===== src/rtl/router_inject_ni.sv =====
// Injection network interface: frames core beats into 68-bit router flits
// with per-VC credit-based flow control driven by the router's credit return.
module router_inject_ni #(
  parameter int BUF_DEPTH   = 8,
  parameter int MAX_PKT_LEN = 8
) (
  input  logic        clk,
  input  logic        reset,
  input  logic        tx_valid,
  output logic        tx_ready,
  input  logic [0:61] tx_data,
  input  logic        tx_last,
  input  logic [0:1]  tx_dest,
  input  logic        tx_vc,
  output logic [0:67] channel_out,
  input  logic [0:1]  flow_ctrl_in,
  output logic        busy,
  output logic        error
);

  typedef enum logic {IDLE, BODY} state_t;

  state_t      state;
  logic        cur_vc;
  logic [4:0]  beat_cnt;
  logic [3:0]  credit [2];

  logic        sel_vc;
  logic        accept;
  logic        head;
  logic        tail;
  logic        force_tail;
  logic [4:0]  cnt_nxt;
  logic [1:0]  send;
  logic [1:0]  ret;

  always_comb begin
    head       = (state == IDLE);
    sel_vc     = head ? tx_vc : cur_vc;
    // Gated by reset so the core sees no ready while credits are being restored
    tx_ready   = !reset && (credit[sel_vc] != '0);
    accept     = tx_valid && tx_ready;
    cnt_nxt    = head ? 5'd1 : beat_cnt + 5'd1;
    force_tail = !tx_last && (cnt_nxt == 5'(MAX_PKT_LEN));
    tail       = tx_last || force_tail;
    send       = '0;
    ret        = '0;
    for (int unsigned v = 0; v < 2; v++) begin
      send[v] = accept && (sel_vc == v[0]);
      ret[v]  = flow_ctrl_in[0] && (flow_ctrl_in[1] == v[0]);
    end
  end

  assign busy = (state == BODY);

  always_ff @(posedge clk or posedge reset) begin
    if (reset) begin
      state       <= IDLE;
      cur_vc      <= 1'b0;
      beat_cnt    <= '0;
      channel_out <= '0;
      error       <= 1'b0;
      for (int unsigned v = 0; v < 2; v++) credit[v] <= 4'(BUF_DEPTH);
    end else begin
      channel_out <= '0;
      if (accept) begin
        channel_out <= {1'b1, head, tail, sel_vc, (head ? tx_dest : 2'b00), tx_data};
        beat_cnt    <= cnt_nxt;
        if (head) cur_vc <= tx_vc;
        state <= tail ? IDLE : BODY;
        if (force_tail) error <= 1'b1;
      end
      // A send and a return on the same VC cancel, so no overflow check applies
      for (int unsigned v = 0; v < 2; v++) begin
        if (send[v] && !ret[v]) begin
          credit[v] <= credit[v] - 4'd1;
        end else if (ret[v] && !send[v]) begin
          if (credit[v] == 4'(BUF_DEPTH)) error <= 1'b1;
          else credit[v] <= credit[v] + 4'd1;
        end
      end
    end
  end

endmodule


===== config.mk =====
export PLATFORM = sky130hd
export DESIGN_NAME = router_inject_ni
export DESIGN_NICKNAME = d
export VERILOG_FILES = /design/src/rtl/router_inject_ni.sv
export SDC_FILE = /design/constraint.sdc
export NUM_CORES = 1
export LEC_CHECK = 0
export BUFFER_PORTS_ARGS = -buffer_cell sky130_fd_sc_hd__buf_2
export CAP_MARGIN = 20
export CORE_MARGIN = 1.5
export CORE_UTILIZATION = 44
export CTS_BUF_LIST = sky130_fd_sc_hd__clkbuf_8
export DETAILED_ROUTE_END_ITERATION = 16
export PLACE_DENSITY = 0.77
export SKIP_CTS_REPAIR_TIMING = 1
export SYNTH_ARGS = -nofsm -noshare
export SYNTH_HDL_FRONTEND = slang
export SYNTH_SLANG_ARGS = --single-unit

===== constraint.sdc =====
create_clock -name clk -period 2.62 [get_ports clk]
set_input_delay 0.131 -clock clk [delete_from_list [all_inputs] [get_ports clk]]
set_output_delay 0.131 -clock clk [all_outputs]
set_load 0.02 [all_outputs]

==> key figures <==
Run status
  – Status: finished, violations left
  – Failing checks: negative hold slack

Synth
  – Commonest register cell after synthesis: dfrtp_1
  – Adder-Cell Fraction of Synth Area: 4.667%
  – Unique masters post-synth: 39
  – Dominant combinational cell family by area after synthesis: simple AND/OR/NAND/NOR gates
  – Synthesized Nets: 341
  – Post-synthesis xor/xnor area fraction: 1.607%
  – Synth Area in Simple Gates: 19.66%
  – #FFs+latches synth: 84
  – Seq/Total Area, Yosys: 64.35%
  – Mean Syn Cell Area: 12.63 µm²
  – Post-synth EDFFs: 0
  – Post-synthesis mux area share: 2.487%
  – Mapped Cells: 259
  – Post-Syn Area: 3271 µm²
  – Asr flop ratio synth: 100.0%
  – Compound-Gate Fraction of Synth Area: 3.673%
  – Synthesis Warnings: 0

Power and ir drop
  – Pint: 2720 µW
  – Combinational share of power: 32.9%
  – Flop pwr share: 41.7%
  – Max IR drop VDD: 0.5077 mV
  – Sw frac: 33.71%
  – PwrDens: 824.5 nW/µm²
  – Clock share of power: 25.3%
  – Pleak: 0.002621 µW
  – Tot Pwr: 4103 µW
  – NetSw: 1383 µW

Clock tree
  – CTS tree: built
  – Worst skew pair latency: 350 ps
  – CTS Buffer Depth: 2
  – CTS Buf Count: 9
  – Root buf cell: clkbuf_8
  – H-tree Lvls: 3
  – Clock transition at path regs: 90 ps
  – Total clock sinks: 84

Floorplan
  – Initial cell density of the core: 45.33%
  – Die area: 7959 µm²
  – Die Wd: 89.22 µm
  – Row cnt: 31
  – Num ports: 142
  – Chip height: 89.22 µm
  – Core ar.: 7214 µm²

Critical path
  – Slowest stage delay, CP: 390 ps
  – Crit-path slowest cell: or3_4
  – Worst path bufs/invs: 1
  – Setup CP Type: reg2reg
  – Crit-path cells: mux2i_2 -> mux2_4 -> or3_4 -> inv_4 -> ha_4 -> ha_4 -> a21oi_4 -> a21oi_2 -> nor4_2 -> xor2_1
  – Critical Path Fanout Max: 3
  – Most common cell on crit path: ha_4
  – Required time of the critical path: 2890 ps
  – CP Launch Type: flop
  – Crit path max-delay family: simple AND/OR/NAND/NOR gates
  – CP Capture Type: flop
  – Critical path data arrival time: 2830 ps

Hold path
  – Hold WC Path Type: in2reg

Detailed routing
  – DRC violations left: 0
  – DR vias/cell: 4.616
  – Post-route ant nets: 0
  – DR WL/cell: 14.33 µm
  – Drt first-iter violations: 90
  – DR pass1 iterations: 4
  – Via count: 2,617
  – Final wirelength: 8.123 mm

Global routing
  – Largest net degree at the start of global routing: 85
  – GRT Resource Usage Total: 17.58%
  – First-pass GRT wire length: 10.50 mm
  – Initial antenna violation count: 0
  – Total global routing overflow: 0
  – Number of global-route vias before repair: 2,208

Cells and area
  – Commonest non-fill, non-tap cells in the layout: buf_2, dfrtp_1, and2_1
  – Layout area overhead: 52.14%
  – Utilization after layout: 68.97%
  – Design area: 4976 µm²
  – Final nets: 545
  – Layout cells sized above 1: 41.88%
  – Filler cell count: 537
  – # diodes: 0
  – Commonest non-fill, non-tap cell in the layout: buf_2
  – Post-route insts no fill: 567

Timing
  – Final min period: 2558 ps
  – Final Skew: 9.754 ps
  – Worst Tran Pin Value: 436.5 ps
  – Final setup viols: 0
  – Final worst path period share: 97.62%
  – Final setup margin: 62.47 ps
  – Hold Violations, Final: 2
  – Fmax: 391.0 MHz
  – Relative slew slack: 70.90%
  – Slew Limit Fails: 0
  – Hold WS: -3.130 ps
  – RSZ-0062 raised after global routing: yes

Run
  – Max cap viols: 0

Placed design
  – Pre-CTS WS: 2.699 ps
  – Placed insts: 500
  – Placer Congestion: 0.7979
  – PortBufs: 141
  – Hpwl dp: 5.127 mm
  – Dpl cell area: 4183 µm²
## logic make-up after synthesis
group	count (synthesis)
simple gates	110
flops	84
buf+inv	21
compound gates	20
fa+ha+maj	11
mux	7
xor+xnor	6
## synthesized netlist by cell type (all sizes together), types with 2 or more instances
library cell	n	area share, %
a21oi	6	0.92
and2	63	12
and3	3	0.57
buf	6	1.7
clkbuf	3	0.46
dfrtp	82	63
dfstp	2	1.6
fa	2	1.2
ha	9	3.4
inv	11	1.3
mux2	3	1.1
mux2i	4	1.3
nand2	11	1.3
nand2b	2	0.38
nand3	7	1.1
nand3b	3	0.69
nor2	6	0.69
nor3	4	0.61
nor3b	2	0.46
nor4	4	0.76
o211ai	2	0.46
o21ai	7	1.1
o311ai	2	0.54
or2	2	0.38
xnor2	2	0.54
xor2	4	1.1
## power by group through the flow
stage               clock network (µW)  logic [µW]  registers (µW)
floorplan                            0         688            1870
global placement                     0        1190            1720
detailed placement                   0        1230            1730
CTS                               1060        1230            1710
global route                      1120        1490            1740
finish                            1040        1350            1710
## cell type report
cell class / instances / area, µm² / share of cell area [%]
tap: 99 / 123.9 / 2.489
sequential: 84 / 2105 / 42.29
inverter: 12 / 56.30 / 1.132
clock inverter: 7 / 110.1 / 2.213
timing repair buffer: 202 / 1301 / 26.15
clock buffer: 9 / 123.9 / 2.489
multi-input combinational: 154 / 1156 / 23.23
## per-layer routing
metal / share of wire, % / up-vias / GRT usage [%]
met2: 53 / 100 / 30.01
met3: 6.7 / 17 / 4.801
met4: 1.9 / 0 / 7.273
met5: 0 / - / 0
met1: 39 / 1253 / 20.99
li1: - / 1247 / -
## worst reg2reg max path, stage by stage, from the launching register on
cell and delay [ps]:
dfrtp_1 380, mux2i_2 270, mux2_4 330, or3_4 390, inv_4 70, ha_4 150, ha_4 210, a21oi_4 160
a21oi_2 70, nor4_2 250, xor2_1 190
## registers in the layout, summed over array words and instances (netlist names)
register     flops
channel_out     68
error            1
credit           8
busy             1
cur_vc           1
beat_cnt         5
## per-stage QoR
step / setup TNS [ps] / hold slack [ps]
global placement: 0 / 336.4
detailed placement: 0 / 341.9
floorplan: -3130 / 259.6
CTS: -17.09 / -32.33
global route: -24.93 / -11.48
finish: 0 / -3.130
## path summary, 6_finish.rpt
kind | startpoint | end | slack, ps | cells after the start
max | busy$_DFFE_PP0N_ | credit[3]$_DFFE_PP1P_ | 60 | 10
min | tx_data[58] | channel_out[64]$_DFF_PP0_ | -3 | 2
max reg2reg | busy$_DFFE_PP0N_ | credit[3]$_DFFE_PP1P_ | 60 | 10
min reg2reg | credit[7]$_DFFE_PP1P_ | credit[7]$_DFFE_PP1P_ | 530 | 1
max in group asynchronous | reset | credit[3]$_DFFE_PP1P_ | 1530 | 5
min in group asynchronous | reset | channel_out[3]$_DFF_PP0_ | 470 | 4
Note: power is estimated with default switching activity, not from simulation.
